<file path="src/rtl/hyperspace_stream_pkg.sv">
// Shared widths and FIFO entry type for the HyperSpace pad byte stream (RX and TX sides).
package hyperspace_stream_pkg;
  localparam int BYTE_W   = 8;
  localparam int SAMPLE_W = 32;
  localparam int CNT_W    = 16;
  localparam int KEEP_W   = SAMPLE_W / BYTE_W;

  typedef struct packed {
    logic [SAMPLE_W-1:0] data;
    logic [KEEP_W-1:0]   keep;
    logic                last;
  } stream_entry_t;

  function automatic logic [BYTE_W-1:0] bit_rev8(input logic [BYTE_W-1:0] b);
    logic [BYTE_W-1:0] r;
    for (int i = 0; i < BYTE_W; i++) r[i] = b[BYTE_W-1-i];
    return r;
  endfunction
endpackage

</file>
<file path="src/rtl/stream_fifo2.sv">
// Two-entry registered FIFO; head entry drives the output directly, count is registered.
module stream_fifo2
  import hyperspace_stream_pkg::*;
(
  input  logic          clock,
  input  logic          RSTB,
  input  logic          push,
  input  stream_entry_t in_entry,
  input  logic          pop,
  output stream_entry_t out_entry,
  output logic [1:0]    count
);
  stream_entry_t head_q, head_d, tail_q, tail_d;
  logic [1:0]    count_q, count_d, remain;
  logic          do_pop, do_push;

  always_comb begin
    head_d  = head_q;
    tail_d  = tail_q;
    do_pop  = pop && (count_q != 2'd0);
    do_push = push && ((count_q != 2'd2) || do_pop);
    remain  = count_q - {1'b0, do_pop};
    if (do_pop) head_d = tail_q;
    // New entry lands behind whatever survives the pop, preserving order.
    if (do_push) begin
      if (remain == 2'd0) head_d = in_entry;
      else                tail_d = in_entry;
    end
    count_d = remain + {1'b0, do_push};
  end

  always_ff @(posedge clock) begin
    if (RSTB) begin
      head_q  <= '0;
      tail_q  <= '0;
      count_q <= 2'd0;
    end else begin
      head_q  <= head_d;
      tail_q  <= tail_d;
      count_q <= count_d;
    end
  end

  assign out_entry = head_q;
  assign count     = count_q;
endmodule

</file>
<file path="src/rtl/gpio_byte_stream_rx.sv">
// Pad byte-stream receiver: undoes pad bit order, packs bytes MSB-first into words,
// and streams them out through a 2-entry FIFO with frame/word statistics.
module gpio_byte_stream_rx
  import hyperspace_stream_pkg::*;
#(
  parameter int BYTES_PER_WORD = KEEP_W,
  parameter bit REVERSE_BITS   = 1'b1
) (
  input  logic                clock,
  input  logic                RSTB,
  input  logic [BYTE_W-1:0]   pad_in_data,
  input  logic                pad_in_valid,
  input  logic                pad_in_last,
  output logic                pad_in_ready,
  output logic [SAMPLE_W-1:0] m_data,
  output logic [KEEP_W-1:0]   m_keep,
  output logic                m_valid,
  output logic                m_last,
  input  logic                m_ready,
  output logic [CNT_W-1:0]    frame_len,
  output logic [CNT_W-1:0]    word_cnt,
  output logic                frame_err
);
  localparam int LANE_W = (BYTES_PER_WORD > 1) ? $clog2(BYTES_PER_WORD) : 1;

  logic                running_q, running_d;
  logic [LANE_W-1:0]   lane_q, lane_d;
  logic [SAMPLE_W-1:0] word_q, word_d, word_fill;
  logic [CNT_W-1:0]    fcnt_q, fcnt_d, frame_len_q, frame_len_d, word_cnt_q, word_cnt_d;
  logic                frame_err_q, frame_err_d;
  logic [1:0]          fifo_count;
  logic                accept, push, pop, last_lane;
  logic [BYTE_W-1:0]   byte_x;
  stream_entry_t       push_entry, head;

  assign pad_in_ready = running_q && (fifo_count < 2'd2);
  assign byte_x       = REVERSE_BITS ? bit_rev8(pad_in_data) : pad_in_data;
  assign m_valid      = (fifo_count != 2'd0);
  assign pop          = m_valid && m_ready;

  always_comb begin
    running_d   = 1'b1;
    lane_d      = lane_q;
    word_d      = word_q;
    fcnt_d      = fcnt_q;
    frame_len_d = frame_len_q;
    frame_err_d = frame_err_q;
    word_cnt_d  = word_cnt_q;
    accept      = pad_in_valid && pad_in_ready;
    last_lane   = (lane_q == LANE_W'(BYTES_PER_WORD-1));
    push        = accept && (last_lane || pad_in_last);
    // word_q keeps unfilled lanes at zero, so a partial push needs no masking.
    word_fill   = word_q;
    push_entry  = '0;
    for (int k = 0; k < BYTES_PER_WORD; k++) begin
      if (lane_q == LANE_W'(k)) word_fill[SAMPLE_W-1-BYTE_W*k -: BYTE_W] = byte_x;
      push_entry.keep[KEEP_W-1-k] = (LANE_W'(k) <= lane_q);
    end
    push_entry.data = word_fill;
    push_entry.last = pad_in_last;

    if (accept) begin
      fcnt_d = fcnt_q + 16'd1;
      word_d = word_fill;
      lane_d = lane_q + {{(LANE_W-1){1'b0}}, 1'b1};
      if (push) begin
        word_d = '0;
        lane_d = '0;
      end
      if (pad_in_last) begin
        frame_len_d = fcnt_q + 16'd1;
        fcnt_d      = '0;
        if (!last_lane) frame_err_d = 1'b1;
      end
    end
    if (pop) word_cnt_d = word_cnt_q + 16'd1;
  end

  always_ff @(posedge clock) begin
    if (RSTB) begin
      running_q   <= 1'b0;
      lane_q      <= '0;
      word_q      <= '0;
      fcnt_q      <= '0;
      frame_len_q <= '0;
      frame_err_q <= 1'b0;
      word_cnt_q  <= '0;
    end else begin
      running_q   <= running_d;
      lane_q      <= lane_d;
      word_q      <= word_d;
      fcnt_q      <= fcnt_d;
      frame_len_q <= frame_len_d;
      frame_err_q <= frame_err_d;
      word_cnt_q  <= word_cnt_d;
    end
  end

  stream_fifo2 u_fifo (
    .clock     (clock),
    .RSTB      (RSTB),
    .push      (push),
    .in_entry  (push_entry),
    .pop       (pop),
    .out_entry (head),
    .count     (fifo_count)
  );

  assign m_data    = head.data;
  assign m_keep    = head.keep;
  assign m_last    = head.last;
  assign frame_len = frame_len_q;
  assign word_cnt  = word_cnt_q;
  assign frame_err = frame_err_q;
endmodule

</file>
<file path="config.mk">
export PLATFORM = sky130hd
export DESIGN_NAME = gpio_byte_stream_rx
export DESIGN_NICKNAME = d
export VERILOG_FILES = /design/src/rtl/hyperspace_stream_pkg.sv /design/src/rtl/stream_fifo2.sv /design/src/rtl/gpio_byte_stream_rx.sv
export SDC_FILE = /design/constraint.sdc
export NUM_CORES = 1
export LEC_CHECK = 0
export ABC_AREA = 1
export CORE_MARGIN = 10
export CORE_UTILIZATION = 39
export DETAILED_ROUTE_END_ITERATION = 6
export PLACE_DENSITY_LB_ADDON = 0.25
export SLEW_MARGIN = 25
export SYNTH_ARGS = -nofsm -noshare
export SYNTH_HDL_FRONTEND = slang
export SYNTH_SLANG_ARGS = --single-unit
</file>
<file path="constraint.sdc">
create_clock -name clock -period 3.6 [get_ports clock]
set_input_delay 0.36 -clock clock [delete_from_list [all_inputs] [get_ports clock]]
set_output_delay 0.36 -clock clock [all_outputs]
set_load 0.005 [all_outputs]
</file>
### Yosys cells after proc, flatten, opt, wreduce, memory -nomap -nowiden

Cells that the tools add are included.

* memories kept: 0
* bits in registers: 160
* bits in writable memories: 0
* latch bits: 0
* input port bits: 13
* ROM bits: 0

* div/mod/pow operators: 0
* reduce and logical (&&, ||, !) cells: 14
* eq/ne operators: 4
* order comparisons: 5
* shifts and indexed selects: 0
* bitwise logic cells: 2
* add/sub/neg operators: 5
* multiplexer cells: 11
* multipliers: 0

Operators by type and width (number)
* 2-to-1 mux 37 bit: 3
* adder 16 x 1 -> 16 bit, second input constant: 2
* 2-to-1 mux 32 bit: 1
* 2-to-1 mux 8 bit: 4
* 2-to-1 mux 16 bit: 1
* logical AND 1 bit: 6
* == test 2 bit, second input constant: 2
* less-or-equal comparator 1 x 2 -> 1 bit, first input constant: 2
* less-or-equal comparator 2 bit, first input constant: 2
* logical NOT 2 bit: 2
* AND reduction 2 bit: 2
* AND reduction 3 bit: 1
* adder 2 x 1 -> 2 bit: 1
* adder 2 x 1 -> 2 bit, second input constant: 1
* == test 2 x 1 -> 1 bit, second input constant: 1
* logical OR 1 bit: 2
* less-than comparator 2 bit, second input constant: 1
* 2-to-1 mux 2 bit: 1
* != test 2 bit, second input constant: 1
* NOT 1 bit: 2
* nonzero test 2 bit: 1
* subtractor 2 x 1 -> 2 bit: 1
* 2-to-1 mux 1 bit: 1

### Longest topological paths before layout

Gate-level depths: netlist of the first run.

* word-level depth: 7
* mapped depth: 14

### Hierarchy

Synthesis of the first run repeated with hierarchy kept, for this count alone.

* cells, all modules: 1094
* area, all modules: 7554.7 µm²

Modules (own cells, without submodules)
* gpio_byte_stream_rx: cells an instance 548, instances 1, area each 3935.0 µm²
* stream_fifo2: cells an instance 546, instances 1, area each 3619.7 µm²

### Least setup slack after synthesis of the first run

No wires, ideal clock.

* kind: register -> register
* start point: register u_fifo.count_q[1], in the netlist u_fifo.count[1]
* end point: register u_fifo.head_q, in the netlist u_fifo.out_entry[25]
* stages on the path, launching flop included: 15
* slack: 1.537 ns
* period minus slack after synthesis: 2.063 ns
* setup time: 0.116 ns
* required time: 3.484 ns
* arrival time: 1.947 ns
* path through: dfxtp_1 -> inv_1 -> nand2_1 -> nand2_2 -> inv_1 -> buf_4 -> ha_1 -> xnor2_1 -> nand2_1 -> inv_2 -> nand2_2 -> buf_6 -> buf_4 -> nor2_1 -> nor2_1

* cells in the longest elaborated chain, start to end: 7
* elaborated cells between the ends (all ways): 15
* those cells by class: add/sub (1); order compare (1); eq/ne (1); mux (3); reduce/logical (9)

Ends and longest elaborated chain
* start: declaration: RTL line stream_fifo2.sv:14 `logic [1:0] count_q, count_d, remain;`
* start signal: assignment: RTL line stream_fifo2.sv:40 `count_q <= count_d;`
* nonzero test 2 bit *: RTL line gpio_byte_stream_rx.sv:38 `assign m_valid = (fifo_count != 2'd0);`
* named net m_valid: RTL line gpio_byte_stream_rx.sv:17 `output logic m_valid,`
* logical AND 1 bit: RTL line gpio_byte_stream_rx.sv:39 `assign pop = m_valid && m_ready;`
* logical AND 1 bit *: RTL line stream_fifo2.sv:20 `do_pop = pop && (count_q != 2'd0);`
* subtractor 2 x 1 -> 2 bit: RTL line stream_fifo2.sv:22 `remain = count_q - {1'b0, do_pop};`
* logical NOT 2 bit: RTL line stream_fifo2.sv:26 `if (remain == 2'd0) head_d = in_entry;`
* 2-to-1 mux 37 bit: RTL line stream_fifo2.sv:26
* 2-to-1 mux 37 bit *: RTL line stream_fifo2.sv:25 `if (do_push) begin`
* end signal: assignment: RTL line stream_fifo2.sv:34 `head_q <= '0;`
* end signal: assignment: RTL line stream_fifo2.sv:38 `head_q <= head_d;`
* end: declaration: RTL line stream_fifo2.sv:13 `stream_entry_t head_q, head_d, tail_q, tail_d;`

Mark *: on every way through the listed nets, which the timed path passes. The rest lies on a longest branch.
A chain may end at the register's enable or synchronous reset.

### Final worst setup path of the first run

* start point: register lane_q[1]
* end point: register u_fifo.head_q, in the netlist u_fifo.out_entry[26]

* cells in the longest elaborated chain, start to end: 5
* elaborated cells between the ends (all ways): 8
* those cells by class: eq/ne (2); mux (3); reduce/logical (3)

Ends and longest elaborated chain
* start: declaration: RTL line gpio_byte_stream_rx.sv:27 `logic [LANE_W-1:0] lane_q, lane_d;`
* start signal: assignment: RTL line gpio_byte_stream_rx.sv:90 `lane_q <= lane_d;`
* == test 2 bit: RTL line gpio_byte_stream_rx.sv:50 `last_lane = (lane_q == LANE_W'(BYTES_PER_WORD-1));`
* named net last_lane: RTL line gpio_byte_stream_rx.sv:32 `logic accept, push, pop, last_lane;`
* logical OR 1 bit: RTL line gpio_byte_stream_rx.sv:51 `push = accept && (last_lane || pad_in_last);`
* logical AND 1 bit: RTL line gpio_byte_stream_rx.sv:51
* logical AND 1 bit: RTL line stream_fifo2.sv:21 `do_push = push && ((count_q != 2'd2) || do_pop);`
* 2-to-1 mux 37 bit: RTL line stream_fifo2.sv:25

The timed path passes the listed nets, and every way through them passes these cells.

==> results of run 1 <==
[flip-flops by register name, summed over array words and instances (netlist names)]
register          cells
lane_q                2
word_cnt             16
frame_len            16
running_q             1
u_fifo.tail_q        37
frame_err             1
word_q               32
fcnt_q               16
u_fifo.out_entry     37
u_fifo.count          2
[metal layers]
| layer | track usage, % | part of all wire (%) |
|---|---|---|
| met5 | 0 | 0 |
| met4 | 4.09 | 1.2 |
| met2 | 22.1 | 45 |
| met3 | 4.10 | 5.0 |
| met1 | 18.5 | 49 |
[how the worst min path moves through the flow]
stage	startpoint	to	slack (ns)	cells after the start
3_5_place_dp	word_q[6]	word_q[6]	0.43	2
6_report	word_q[7]	word_q[7]	0.44	2
5_1_grt	word_q[3]	word_q[3]	0.47	2
4_1_cts	word_q[6]	word_q[6]	0.44	2
3_3_place_gp	word_q[2]	word_q[2]	0.42	2
2_1_floorplan	word_q[0]	word_q[0]	0.42	2
[critical path, stage by stage, from the launching register on]
cell	delay (ns)
dfxtp_1	0.39
ha_1	0.63
inv_1	0.16
a21oi_2	0.31
nand2_2	0.09
inv_2	0.50
o21ai_0	0.16
nor2_1	0.14
[power by group]
part	internal [W]	switching, W	total [W]
registers	0.00194	0.0000780	0.00202
clock network	0.00108	0.000740	0.00182
logic	0.000363	0.000453	0.000816
total	0.00338	0.00127	0.00466
[cells in the final DEF (no fill, tap or decap), drive strengths merged, types with 4 or more instances in the layout]
master           n
clkbuf          21
o21a             9
nor3            17
dfxtp          160
nand4            6
nor2           124
ha               9
nand2          196
clkinvlp         4
o21ai          138
inv             99
clkinv           5
clkdlybuf4s50   83
buf             10
xor2             5
nand3           22
a21oi           88
mux2            24
[through the flow]
stage,power [W],hold WS [ns],area [µm²],cells
2_1_floorplan,0.00255,0.418,7050,960
3_3_place_gp,0.00289,0.425,7940,1227
3_5_place_dp,0.00289,0.429,7940,1227
4_1_cts,0.00471,0.439,8540,1259
5_1_grt,0.00491,0.466,8540,1259
6_report,0.00466,0.437,8540,1259
[kinds of logic after synthesis]
| kind of cell | Yosys count | synth area share, % |
|---|---|---|
| simple gates | 367 | 21.3 |
| buf+inv | 154 | 9.49 |
| fa+ha+maj | 9 | 1.60 |
| mux | 24 | 3.83 |
| compound gates | 238 | 17.4 |
| xor+xnor | 8 | 0.994 |
| flops | 160 | 45.4 |
[area by class of cell]
class / instances / share of cell area (%)
Clock buffer: 21 / 5.51
Clock inverter: 11 / 1.52
Inverter: 99 / 4.36
Multi-Input combinational cell: 646 / 37.2
Sequential cell: 160 / 37.5
Tap cell: 229 / 3.35
Timing Repair Buffer: 93 / 10.6
==> impl_metrics.tcl, run 1 <==
set metrics [dict create \
    cp_max_fo 35 \
    num_vias 5965 \
    slew_violations 0 \
    core_um2 17900 \
    tns_ns 0 \
    ys_ff_latch 160 \
    worstRegToRegCells 7 \
    status "complete, no violations" \
    syn_avg_cell_area_um2 7.34 \
    ys_seq_area_share_pct 45.4 \
    drtPass1Iterations 4 \
    cp-end-kind "flip-flop" \
    synth-async-reset-ratio_pct 0 \
    seqCellArea_um2 3200 \
    rr_endpoint "u_fifo.out_entry[26]" \
    rsz0062_at_grt "false" \
    port-buffer-count 84 \
    yosys.area.top_type "dfxtp_1" \
    cts_tree "built" \
    synthTopCellsByArea "dfxtp_1, nand2_1, o21ai_0" \
    dpl.hpwl_mm 10.9 \
    p_leak_nw 3.23 \
    clkTransAtPathRegs_ns 0.06 \
    grt_start_max_net_pins 107 \
    worstSkewPairLatency_ns 0.42 \
    dp_slack_ns 0.976 \
    cts-htree-levels 4 \
    endpoint "u_fifo.out_entry[26]" \
    clkSinkCount 160 \
    crit_start "lane_q[1]" \
    grt_pass1_wl_mm 28.2 \
    gp_congestion 0.770 \
    layout-drive-gt1-share_pct 7.86 \
    synth_most_common_cell "nand2_1" \
    syn_area_um2 7050 \
    dieArea_um2 23900 \
    yosys_warnings 0 \
    diodes 0 \
    synth_nets 982 \
    post_cts_buffers 0 \
    dieWidth_um 154 \
    synth_ff_type "dfxtp_1" \
    die_h_um 154 \
    path_class "flip-flop to flip-flop" \
    vias_per_cell 4.74 \
    crit_required_ns 3.95 \
    syn-instance-count 960 \
    p_per_area_nw_per_um2 545 \
    io_pins 85 \
    nFillCells 1790 \
    gr-usage-all-layers_pct 14.2 \
    min_period_over_period_pct 68.8 \
    peakVddDrop_uv 308 \
    critPathArrivalTime_ns 2.83 \
    r2r_start "lane_q[1]" \
    multi_input_area_um2 3180 \
    first_global_vias 5443 \
    synth-edff-count 0 \
    overflow 0 \
    start_util_pct 39.4 \
    antenna_found_initial 0 \
    ys_types 32 \
    cts_resized 0 \
    yosysTopAreaCellShare_pct 45.4 \
    drt_iter0_drc 329 \
    max-slew-margin-rel_pct 37.7 \
    area_delta_synth_final_pct 21.2 \
    clockRootBuffer "clkbuf_16" \
    ant_nets 0 \
    setup_ws_ns 1.13 \
    min_path_type "flip-flop to flip-flop" \
    setup.worst_path.start_class "flip-flop" \
    setup_viol 0 \
    cts_max_path_buffers 2 \
    finalClockSkew_ns 0.00946 \
    fin_util_pct 47.7 \
    period_needed_ns 2.48 \
    worst_slew_pin_slew_ns 0.935 \
    final_nets 1039 \
    wire_per_inst_um 13.4 \
    cap_violations 0 \
    synth_commonest_cells "nand2_1, dfxtp_1, nor2_1" \
    cts_hold_buf 0 \
    final_hold_viol_count 0 \
    cts_buffers 17 \
    r2r_setup_slack_ns 1.13 \
    routed_wl_mm 16.9 \
    drc 0 \
    rows 49 \
    fmaxAchievable_mhz 404 \
]
No activity file was read; power rests on OpenSTA's default activity.
==> inputs of run 2 (changes only) <==
clock period = 2.1 ns   (was 3.6 ns; I/O delays follow)
==> run 2 against run 1 <==
Compared with the run above:
- register-to-register slack worse by 0.86 ns
- die area stayed put
- cell count grew 0.95%
- largest cell class unchanged
- global-route usage is 0.20 points higher
==> impl_metrics.tcl, run 2 (synthesized netlist as in run 1, its figures left out) <==
set metrics [dict create \
    grt_start_max_net_pins 55 \
    cp_max_fo 16 \
    area_delta_synth_final_pct 23.4 \
    vias_per_cell 4.77 \
    hold_start "RSTB" \
    min_period_over_period_pct 87.5 \
    dpl.hpwl_mm 11.7 \
    die_h_um 154 \
    drt_iter0_drc 410 \
    crit_family "simple AND/OR/NAND/NOR gates" \
    start_util_pct 39.4 \
    drtPass1Iterations 5 \
    crit_chain "inv_1, nand2_1, nand2_2, inv_1, ha_1, xnor2_2, nand2_1, inv_2, nand2_2, buf_4, o21ai_0, nor2_1" \
    port-buffer-count 84 \
    p_per_area_nw_per_um2 921 \
    max-slew-margin-rel_pct 58.0 \
    rsz0062_at_grt "false" \
    clkTransAtPathRegs_ns 0.06 \
    antenna_found_initial 0 \
    crit_start "u_fifo.count[1]" \
    dieWidth_um 154 \
    status "complete, no violations" \
    gp_congestion 0.810 \
    overflow 0 \
    path_class "flip-flop to flip-flop" \
    tns_ns 0 \
    drc 0 \
    post_cts_buffers 0 \
    slew_violations 0 \
    r2r_start "u_fifo.count[1]" \
    cts_buffers 17 \
    rows 49 \
    clockRootBuffer "clkbuf_16" \
    cts_hold_buf 0 \
    place_area_um2 8110 \
    routed_wl_mm 17.4 \
    final_cell_mix "nand2_1, dfxtp_1, nor2_1, o21ai_0, inv_1" \
    period_needed_ns 1.84 \
    peakVddDrop_uv 574 \
    final_hold_viol_count 0 \
    fmaxAchievable_mhz 544 \
    crit_required_ns 2.42 \
    ant_nets 0 \
    grt_pass1_wl_mm 28.5 \
    num_vias 6058 \
    setup.worst_path.start_class "flip-flop" \
    setup_ws_ns 0.262 \
    final_common_cell "nand2_1" \
    clkSinkCount 160 \
    cts_resized 0 \
    dp_slack_ns 0.0384 \
    final_nets 1051 \
    crit_slowest_cell "dfxtp_2" \
    p_leak_nw 3.32 \
    io_pins 85 \
    gr-usage-all-layers_pct 14.4 \
    core_um2 17900 \
    first_global_vias 5504 \
    cp.buffers_inverters 4 \
    worstSkewPairLatency_ns 0.43 \
    cp-end-kind "flip-flop" \
    dieArea_um2 23900 \
    setup_viol 0 \
    holdWs_ns 0.211 \
    max_stage_delay_ns 0.39 \
    finalClockSkew_ns 0.0193 \
    min_path_type "primary input to flip-flop" \
    cap_violations 0 \
    diodes 0 \
    layout-drive-gt1-share_pct 9.02 \
    wire_per_inst_um 13.7 \
    cts_tree "built" \
    critPathArrivalTime_ns 2.16 \
    cts_max_path_buffers 2 \
    worst_slew_pin_slew_ns 0.630 \
    post-route-cell-area_um2 8700 \
    cts-htree-levels 4 \
]
==> run 2: cell type report <==
class,instances,area [µm²]
well taps,229,287
clock inverters,12,134
repair buffers,105,1070
fillers,1746,9210
inverters,99,372
clock buffers,20,447
flip-flops and latches,160,3200
multi-input cells,646,3190
==> run 2: metal layers <==
layer	global-route usage, %	up-vias	part of all wire, %
met4	4.99	0	1.0
li1	-	3221	-
met3	3.66	8	5.8
met5	0	-	0
met2	22.7	118	46
met1	18.5	2711	47
==> run 2: worst register-to-register path, cell delays in order (launching register included) <==
cell and delay (ns):
dfxtp_2 0.39, inv_1 0.05, nand2_1 0.11, nand2_2 0.06
inv_1 0.07, ha_1 0.18, xnor2_2 0.13, nand2_1 0.14
inv_2 0.08, nand2_2 0.07, buf_4 0.22, o21ai_0 0.19
nor2_1 0.06
==> run 2: worst paths after layout <==
path / slack [ns] / endpoint / cells past startpoint
setup / recovery: 0.26 / u_fifo.out_entry[9] / 12
hold / removal: 0.21 / running_q / 2
setup reg to reg: 0.26 / u_fifo.out_entry[9] / 12
hold reg to reg: 0.44 / word_q[6] / 2
==> run 2: report_power, final <==
part,switching [W],internal [W],leakage [nW],total [W]
Clock,0.00127,0.00179,0.281,0.00306
Sequential,0.000145,0.00333,1.30,0.00347
Combinational,0.000797,0.000679,1.74,0.00148
Total,0.00221,0.00579,3.32,0.00801
==> run 2: stage by stage <==
step                      power [W]  util (%)  cells
final                       0.00801      48.6   1271
after global routing        0.00844      48.6   1271
after CTS                   0.00809      48.5   1271
after detailed placement    0.00503      45.3   1239
after global placement      0.00501      45.3   1239
after floorplan             0.00438         -    960
